`src/rtl/fetch_controller_if.sv`:
```
// Bundle of control, loader and fetch-datapath signals around the fetch controller.
// The controller takes the slave view; the core, loader and fetch datapath take the master view.
interface fetch_controller_if #(
    parameter int ADDR_W = 32,
    parameter int DATA_W = 32,
    parameter int CNT_W  = 16
);
    logic              start;
    logic              halt_req;
    logic              stall;
    logic              branch_req;
    logic [ADDR_W-1:0] branch_target;
    logic [ADDR_W-1:0] branchPC;
    logic              ldPC;
    logic              ldNPC;
    logic              ldInst;
    logic              clrPC;
    logic              clrNPC;
    logic              clrInst;
    logic              isBranchTaken;
    logic              load_req;
    logic              load_gnt;
    logic              load_valid;
    logic [ADDR_W-1:0] load_addr;
    logic [DATA_W-1:0] load_data;
    logic              wr;
    logic [ADDR_W-1:0] writeAddr;
    logic [DATA_W-1:0] writeData;
    logic              inst_valid;
    logic              running;
    logic [CNT_W-1:0]  fetch_count;

    modport master (
        output start, halt_req, stall, branch_req, branch_target,
        output load_req, load_valid, load_addr, load_data,
        input  branchPC, ldPC, ldNPC, ldInst, clrPC, clrNPC, clrInst, isBranchTaken,
        input  load_gnt, wr, writeAddr, writeData, inst_valid, running, fetch_count
    );

    modport slave (
        input  start, halt_req, stall, branch_req, branch_target,
        input  load_req, load_valid, load_addr, load_data,
        output branchPC, ldPC, ldNPC, ldInst, clrPC, clrNPC, clrInst, isBranchTaken,
        output load_gnt, wr, writeAddr, writeData, inst_valid, running, fetch_count
    );
endinterface

```
`src/rtl/fetch_controller.sv`:
```
// Two-cycle fetch sequencer (CLEAR, then FETCH/UPDATE pairs) that also hands the
// instruction-memory write port to the program loader whenever fetch is stopped.
module fetch_controller #(
    parameter int ADDR_W = 32,
    parameter int DATA_W = 32,
    parameter int CNT_W  = 16
) (
    input  logic               clk,
    input  logic               reset,
    fetch_controller_if.slave  bus
);
    typedef enum logic [2:0] {
        S_IDLE, S_LOAD, S_CLEAR, S_FETCH, S_UPDATE, S_HALT
    } state_t;

    state_t            r_state, w_next;
    logic              r_br_pend, r_halt, r_inst_valid;
    logic [ADDR_W-1:0] r_branch_pc;
    logic [CNT_W-1:0]  r_count;

    logic              w_run;
    logic              w_ldPC, w_ldNPC, w_ldInst, w_clrPC, w_clrNPC, w_clrInst, w_isbt;
    logic              w_gnt, w_wr;
    logic [ADDR_W-1:0] w_waddr;
    logic [DATA_W-1:0] w_wdata;

    assign w_run = (r_state == S_CLEAR) || (r_state == S_FETCH) || (r_state == S_UPDATE);

    always_comb begin
        w_next   = r_state;
        w_ldPC   = 1'b0;
        w_ldNPC  = 1'b0;
        w_ldInst = 1'b0;
        w_clrPC  = 1'b0;
        w_clrNPC = 1'b0;
        w_clrInst = 1'b0;
        w_isbt   = 1'b0;
        w_gnt    = 1'b0;
        w_wr     = 1'b0;
        w_waddr  = '0;
        w_wdata  = '0;
        case (r_state)
            S_IDLE, S_HALT: begin
                if (bus.load_req)   w_next = S_LOAD;
                else if (bus.start) w_next = S_CLEAR;
            end
            S_LOAD: begin
                w_gnt   = 1'b1;
                w_wr    = bus.load_valid;
                w_waddr = bus.load_addr;
                w_wdata = bus.load_data;
                if (!bus.load_req) w_next = S_IDLE;
            end
            S_CLEAR: begin
                // NPC only clears on a load edge, so ldNPC accompanies clrNPC.
                w_clrPC   = 1'b1;
                w_clrInst = 1'b1;
                w_clrNPC  = 1'b1;
                w_ldNPC   = 1'b1;
                w_next    = S_FETCH;
            end
            S_FETCH: begin
                if (!bus.stall) begin
                    w_ldInst = 1'b1;
                    w_ldNPC  = 1'b1;
                    w_next   = S_UPDATE;
                end
            end
            S_UPDATE: begin
                if (!bus.stall) begin
                    w_ldPC = 1'b1;
                    if (r_br_pend) begin
                        w_isbt    = 1'b1;
                        w_clrInst = 1'b1;
                    end
                    w_next = (r_halt || bus.halt_req) ? S_HALT : S_FETCH;
                end
            end
            default: w_next = S_IDLE;
        endcase
    end

    always_ff @(posedge clk or negedge reset) begin
        if (!reset) begin
            r_state      <= S_IDLE;
            r_br_pend    <= 1'b0;
            r_halt       <= 1'b0;
            r_inst_valid <= 1'b0;
            r_branch_pc  <= '0;
            r_count      <= '0;
        end else begin
            r_state <= w_next;
            // A new branch in the consuming UPDATE re-arms pending with the new target.
            if (w_run && bus.branch_req) begin
                r_branch_pc <= bus.branch_target;
                r_br_pend   <= 1'b1;
            end else if (r_state == S_CLEAR || w_isbt) begin
                r_br_pend   <= 1'b0;
            end
            if (w_run && bus.halt_req)  r_halt <= 1'b1;
            else if (r_state == S_CLEAR) r_halt <= 1'b0;
            if (r_state == S_CLEAR) r_count <= '0;
            else if (w_ldInst)      r_count <= r_count + {{(CNT_W-1){1'b0}}, 1'b1};
            if (w_clrInst)          r_inst_valid <= 1'b0;
            else if (w_ldInst)      r_inst_valid <= 1'b1;
        end
    end

    assign bus.branchPC      = r_branch_pc;
    assign bus.ldPC          = w_ldPC;
    assign bus.ldNPC         = w_ldNPC;
    assign bus.ldInst        = w_ldInst;
    assign bus.clrPC         = w_clrPC;
    assign bus.clrNPC        = w_clrNPC;
    assign bus.clrInst       = w_clrInst;
    assign bus.isBranchTaken = w_isbt;
    assign bus.load_gnt      = w_gnt;
    assign bus.wr            = w_wr;
    assign bus.writeAddr     = w_waddr;
    assign bus.writeData     = w_wdata;
    assign bus.inst_valid    = r_inst_valid;
    assign bus.running       = w_run;
    assign bus.fetch_count   = r_count;
endmodule

```
`src/flat_wrapper.sv`:
```
// flat-port wrapper written by rule: the top's interface ports become plain ports
module fetch_controller_flat 
#(
    parameter int ADDR_W = 32,
    parameter int DATA_W = 32,
    parameter int CNT_W  = 16
)
  (clk, reset, bus_start, bus_halt_req, bus_stall, bus_branch_req, bus_branch_target, bus_load_req, bus_load_valid, bus_load_addr, bus_load_data, bus_branchPC, bus_ldPC, bus_ldNPC, bus_ldInst, bus_clrPC, bus_clrNPC, bus_clrInst, bus_isBranchTaken, bus_load_gnt, bus_wr, bus_writeAddr, bus_writeData, bus_inst_valid, bus_running, bus_fetch_count);
  fetch_controller_if #(.ADDR_W(ADDR_W), .DATA_W(DATA_W), .CNT_W(CNT_W)) bus_i ();
  input  logic clk;
  input  logic reset;
  input wire logic [$bits(bus_i.start)-1:0] bus_start;
  input wire logic [$bits(bus_i.halt_req)-1:0] bus_halt_req;
  input wire logic [$bits(bus_i.stall)-1:0] bus_stall;
  input wire logic [$bits(bus_i.branch_req)-1:0] bus_branch_req;
  input wire logic [$bits(bus_i.branch_target)-1:0] bus_branch_target;
  input wire logic [$bits(bus_i.load_req)-1:0] bus_load_req;
  input wire logic [$bits(bus_i.load_valid)-1:0] bus_load_valid;
  input wire logic [$bits(bus_i.load_addr)-1:0] bus_load_addr;
  input wire logic [$bits(bus_i.load_data)-1:0] bus_load_data;
  output wire logic [$bits(bus_i.branchPC)-1:0] bus_branchPC;
  output wire logic [$bits(bus_i.ldPC)-1:0] bus_ldPC;
  output wire logic [$bits(bus_i.ldNPC)-1:0] bus_ldNPC;
  output wire logic [$bits(bus_i.ldInst)-1:0] bus_ldInst;
  output wire logic [$bits(bus_i.clrPC)-1:0] bus_clrPC;
  output wire logic [$bits(bus_i.clrNPC)-1:0] bus_clrNPC;
  output wire logic [$bits(bus_i.clrInst)-1:0] bus_clrInst;
  output wire logic [$bits(bus_i.isBranchTaken)-1:0] bus_isBranchTaken;
  output wire logic [$bits(bus_i.load_gnt)-1:0] bus_load_gnt;
  output wire logic [$bits(bus_i.wr)-1:0] bus_wr;
  output wire logic [$bits(bus_i.writeAddr)-1:0] bus_writeAddr;
  output wire logic [$bits(bus_i.writeData)-1:0] bus_writeData;
  output wire logic [$bits(bus_i.inst_valid)-1:0] bus_inst_valid;
  output wire logic [$bits(bus_i.running)-1:0] bus_running;
  output wire logic [$bits(bus_i.fetch_count)-1:0] bus_fetch_count;
  assign bus_i.start = bus_start;
  assign bus_i.halt_req = bus_halt_req;
  assign bus_i.stall = bus_stall;
  assign bus_i.branch_req = bus_branch_req;
  assign bus_i.branch_target = bus_branch_target;
  assign bus_i.load_req = bus_load_req;
  assign bus_i.load_valid = bus_load_valid;
  assign bus_i.load_addr = bus_load_addr;
  assign bus_i.load_data = bus_load_data;
  assign bus_branchPC = bus_i.branchPC;
  assign bus_ldPC = bus_i.ldPC;
  assign bus_ldNPC = bus_i.ldNPC;
  assign bus_ldInst = bus_i.ldInst;
  assign bus_clrPC = bus_i.clrPC;
  assign bus_clrNPC = bus_i.clrNPC;
  assign bus_clrInst = bus_i.clrInst;
  assign bus_isBranchTaken = bus_i.isBranchTaken;
  assign bus_load_gnt = bus_i.load_gnt;
  assign bus_wr = bus_i.wr;
  assign bus_writeAddr = bus_i.writeAddr;
  assign bus_writeData = bus_i.writeData;
  assign bus_inst_valid = bus_i.inst_valid;
  assign bus_running = bus_i.running;
  assign bus_fetch_count = bus_i.fetch_count;
  fetch_controller #(.ADDR_W(ADDR_W), .DATA_W(DATA_W), .CNT_W(CNT_W)) u_core (.clk(clk), .reset(reset), .bus(bus_i));
endmodule
```
`config.mk`:
```
export PLATFORM = sky130hd
export DESIGN_NAME = fetch_controller_flat
export DESIGN_NICKNAME = d
export VERILOG_FILES = /design/src/rtl/fetch_controller_if.sv /design/src/rtl/fetch_controller.sv /design/src/flat_wrapper.sv
export SDC_FILE = /design/constraint.sdc
export NUM_CORES = 1
export LEC_CHECK = 0
export CORE_MARGIN = 2
export CORE_UTILIZATION = 30
export DETAILED_ROUTE_END_ITERATION = 8
export GPL_TIMING_DRIVEN = 0
export PLACE_DENSITY = 0.77
export SETUP_SLACK_MARGIN = 0.4
export SYNTH_ARGS = -nofsm -noshare
export SYNTH_HDL_FRONTEND = slang
export SYNTH_SLANG_ARGS = --single-unit
```
`constraint.sdc`:
```
create_clock -name clk -period 1.7 [get_ports clk]
set_clock_uncertainty 0.1 [all_clocks]
set_input_delay 0.34 -clock clk [delete_from_list [all_inputs] [get_ports clk]]
set_output_delay 0.34 -clock clk [all_outputs]
set_load 0.005 [all_outputs]
```
== Word level (Yosys, flattened, before mapping) ==
Cells that the tools add are included.

* $add $sub $neg: 1
* Multipliers: 0
* Div/mod/pow operators: 0
* Magnitude comparators: 0
* Equality and inequality tests: 9
* Shifts and indexed selects: 0
* Mux-type cells: 28
* Bitwise logic cells: 0
* Reductions and logical operators: 13

{| class="wikitable"
|+ Operator list
! operator !! number
|-
| 2-to-1 mux 32 bit || 2
|-
| 2-to-1 mux 16 bit || 2
|-
| 2-to-1 mux 3 bit || 6
|-
| adder 16 x 1 -> 16 bit, second input constant || 1
|-
| 2-to-1 mux 1 bit || 15
|-
| one-hot mux 3 bit (5 select lines) || 1
|-
| nonzero test 2 bit || 4
|-
| equality test 3 x 2 -> 1 bit, second input constant || 2
|-
| equality test 3 bit, second input constant || 2
|-
| inequality test 2 bit, second input constant || 3
|-
| logical OR 1 bit || 4
|-
| one-hot mux 1 bit (2 select lines) || 2
|-
| AND reduction 4 bit || 1
|-
| equality test 3 x 1 -> 1 bit, second input constant || 1
|-
| zero test 3 bit || 1
|-
| inequality test 3 bit, second input constant || 1
|-
| logical AND 1 bit || 2
|-
| OR reduction 2 bit || 1
|}

* Register bits: 54
* Latch bits: 0
* Memory bits (writable): 0
* Memory bits (read-only): 0
* Output and inout bits: 123
* Memories kept: 0

== Longest topological paths before layout ==
* Depth after elaboration: 6
* Gate-level depth with buffers: 7
* Gate-level depth less buffers: 5

== Worst setup path after synthesis ==
Ideal clock, no wire load.

* Kind: reg-to-output
* Start: register u_core.r_state[1]
* End: output bus_writeAddr[13]
* Arrival: 1.432 ns
* Slack: -0.172 ns
* Stages on the path, launching flop included: 6
* Path buffers: 3
* Path through: dfrtp_1 buf_6 nor3b_1 buf_1 clkbuf_1 and2_1

* Longest elaborated chain between the ends: 2

{| class="wikitable"
|+ RTL lines
! item !! RTL line !! text
|-
| start: declaration || fetch_controller.sv:16 || <nowiki>state_t r_state, w_next;</nowiki>
|-
| start signal: assignment || fetch_controller.sv:92 || <nowiki>r_state <= w_next;</nowiki>
|-
| equality test 3 x 1 -> 1 bit || fetch_controller.sv:42 || <nowiki>case (r_state)</nowiki>
|-
| 2-to-1 mux 32 bit || fetch_controller.sv:42 ||
|-
| end: declaration || flat_wrapper.sv:31 || <nowiki>output wire logic [$bits(bus_i.writeAddr)-1:0] bus_writeAddr;</nowiki>
|}

Every way passes these cells.

== Worst setup path in the final report ==
* Start: register u_core.r_state[1]
* End: output bus_writeAddr[14]

The elaborated chain is that of the path after synthesis.

==> impl_metrics.py <==
metrics = {
    "status": {
        "status": "finished with violations",
        "violations": "setup timing",
    },
    "clock_tree": {
        "h-tree-depth": 2,
        "cts_root_buffer": "clkbuf_8",
        "clockBufferDepth": 2,
        "clkSlewWorstSetupHoldPaths_ns": 0.11,
        "cts_made_buffers": 5,
        "cts_tree": "done",
        "insertion_delay_ns": 0.31,
        "cts_sinks": 54,
    },
    "synthesis": {
        "synth_cells": 269,
        "yosysSeqAreaShare": 0.470,
        "ys_ff_latch": 54,
        "syn-num-nets": 374,
        "synth_warnings": 0,
        "syn-cell-area_mm2": 0.00288,
        "ys_types": 49,
        "yosys-top-cells-area": "dfrtp_1, and2_1, mux2_2, mux2_1, nor2_1",
        "synth_top_cell_by_area": "dfrtp_1",
        "synth_top_area_frac": 0.470,
        "synthesis.area_per_instance_um2": 10.7,
    },
    "sta": {
        "fmax_mhz": 456,
        "rsz0062_at_grt": "true",
        "slew_headroom": 0.746,
        "post-route-min-period_ns": 2.19,
        "setup_ws_ns": -0.494,
        "fin_crit_sh": 1.29,
        "tightest_slew_ns": 0.381,
        "setup_viol_count_final": 121,
        "slew_viol_final": 0,
        "final_hold_viol_count": 0,
    },
    "power_and_ir_drop": {
        "p_per_area_mw_per_mm2": 1440,
        "power.leakage_nw": 3.07,
        "ir_worst_vdd_uv": 706,
        "finalPower_mw": 9.18,
    },
    "placed_design": {
        "place_hpwl_mm": 7.63,
        "port_buffers": 226,
        "gp_congestion": 0.726,
        "pre_cts_ws_ns": -0.985,
        "place_inst": 625,
        "placed_cell_area_mm2": 0.00543,
    },
    "die": {
        "die_h_um": 102,
        "row_count": 35,
        "dieArea_mm2": 0.0104,
        "start_util": 0.310,
        "coreArea_mm2": 0.00928,
        "ios": 227,
        "die_x_um": 102,
    },
    "finish": {
        "layout.cells.non_filler": 704,
        "drive_gt1_frac": 0.588,
        "antennaDiodeCount": 0,
        "synthToLayoutAreaGrowth_pct": 121,
        "final_area_mm2": 0.00636,
        "nets": 679,
        "utilization": 0.685,
    },
    "worst_setup_path": {
        "reg2reg_to": "u_core.bus.branchPC[16]",
        "critPathArrivalTime_ns": 1.75,
        "start_kind": "flip-flop",
        "worstRegToRegCells": 9,
        "worstPathRequired_ns": 1.26,
        "r2r_start": "u_core.r_state[1]",
        "crit_path_max_fanout": 5,
        "end_kind": "primary output",
        "crit_type": "flip-flop to primary output",
        "r2r_slack_ns": -0.30,
    },
    "detailed_routing": {
        "drt_iter0_markers": 107,
        "drtAntennaViolNets": 0,
        "vias_per_cell": 4.59,
        "vias": 3234,
        "routed_wl_mm": 11.5,
        "drt-wirelength-per-cell_um": 16.4,
        "dr.pass1.iters": 4,
        "drc": 0,
    },
    "min_path": {
        "hold_path_class": "input port to asynchronous set/reset pin",
    },
    "global_route": {
        "grt_max_degree": 41,
        "first_global_vias": 3316,
        "grt.total_usage": 0.198,
        "grt-ovfl-total": 0,
        "antenna_found_initial": 0,
        "grt_pass1_wl_mm": 16.3,
    },
    "run": {
        "drv_cap": 0,
    },
}
==> per-layer routing <==
| layer | vias up | GRT usage | share of wire |
|---|---|---|---|
| li1 | 1519 | - | - |
| met3 | 15 | 0.0527 | 0.074 |
| met5 | - | 0 | 0 |
| met4 | 0 | 0.0472 | 0.016 |
| met2 | 136 | 0.371 | 0.54 |
| met1 | 1564 | 0.224 | 0.37 |
==> stage by stage <==
step / hold slack (ns) / setup TNS [ns]
after CTS: 0.380 / -39.96
final: 0.377 / -39.81
after detailed placement: 0.174 / -49.30
after global routing: 0.394 / -49.73
after global placement: 0.377 / -127.78
after floorplan: -0.0556 / 0
==> worst max-delay path: stages, from the launching register on <==
cell and delay [ns]:
dfrtp_1 0.41, buf_6 0.13, nor3b_4 0.23, buf_6 0.15, buf_6 0.12, buf_8 0.10
buf_6 0.08, and2_4 0.13, buf_6 0.08
==> worst max path at each step <==
stage                           start                end  slack (ns)  cells after the start
floorplan           u_core.r_state[2]          bus_clrPC      0.0003                      6
global placement                reset  u_core.r_state[0]       -1.68                      1
detailed placement          bus_stall          bus_ldNPC       -0.98                      7
CTS                 u_core.r_state[2]  bus_writeAddr[14]       -0.53                      8
global route        u_core.r_state[1]  bus_writeAddr[14]       -0.59                      8
finish              u_core.r_state[1]  bus_writeAddr[14]       -0.49                      8
==> where the power goes <==
group / switching (mW) / leakage, nW / internal [mW]
sequential: 0.278 / 0.666 / 1.78
clock: 0.442 / 0.0483 / 0.292
combinational: 2.24 / 2.36 / 4.15
total: 2.96 / 3.07 / 6.22
==> synthesized netlist by cell type (all sizes together) <==
cell,instances
and2,65
dfrtp,54
mux2,32
nor2,16
nand2,11
buf,10
clkbuf,7
inv,7
nor3,7
o21ai,7
nand3,5
nor4,5
xnor2,5
a21oi,4
nand4,4
a22o,3
mux2i,3
nand2b,2
or3,2
or4,2
xor2,2
a211oi,1
a21o,1
a221oi,1
a2bb2oi,1
a31o,1
a31oi,1
a41o,1
and4,1
ha,1
nand4bb,1
nor2b,1
nor3b,1
o21a,1
o21bai,1
o22ai,1
or3b,1
==> cells in the final DEF, fill, tap and decap left out, types with 2 or more instances in the layout <==
cell             instances
buf_8                   12
o21ai_1                  4
buf_2                   59
a21oi_1                  3
mux2i_1                  3
and2_1                  13
nand2b_4                 2
or4_4                    2
and2_4                  52
mux2_2                  26
clkdlybuf4s50_1        101
clkbuf_8                 9
nand2_1                  9
a22o_1                   3
inv_1                    4
nand4_1                  4
nor2_1                  14
nand3_1                  4
xnor2_1                  5
nor3_1                   5
clkinv_2                 2
inv_6                    2
buf_4                   27
nor4_4                   4
mux2_4                   6
dfrtp_2                  5
buf_6                  107
dfrtp_1                 49
xor2_1                   2
==> flip-flops by register name, indices dropped and copies added, names as in the netlist <==
signal and flops:
u_core.bus.branchPC 32, u_core.bus.fetch_count 16, u_core.r_state 3, u_core.bus.inst_valid 1
u_core.r_br_pend 1, u_core.r_halt 1
==> logic make-up after synthesis <==
logic type | share of synthesized area
DFF | 0.470
muxes | 0.136
and+or+nand+nor | 0.264
AOI/OAI and AO/OA | 0.0570
xor gates and xnor gates | 0.0213
buffers and inverters | 0.0479
adders and majority gates | 0.00435
==> cell type report <==
cell class | instances | area [um2]
Multi-Input combinational cell | 191 | 1700
Fill cell | 742 | 2930
Clock inverter | 3 | 18.8
Inverter | 7 | 33.8
Tap cell | 129 | 161
Timing Repair Buffer | 298 | 2790
Buffer | 17 | 226
Sequential cell | 54 | 1360
Clock buffer | 5 | 68.8
==> what timing repair did <==
action / CTS / global route
hold buffers: 1 / 0
cloned: 7 / 1
setup buffers: 52 / 10
setup endpoints to repair: 177 / 169
endpoints found under the hold margin: 14 / 0
resized for setup: 607 / 95
pin swaps: 57 / 22
Note: power is estimated with default switching activity, not from simulation.
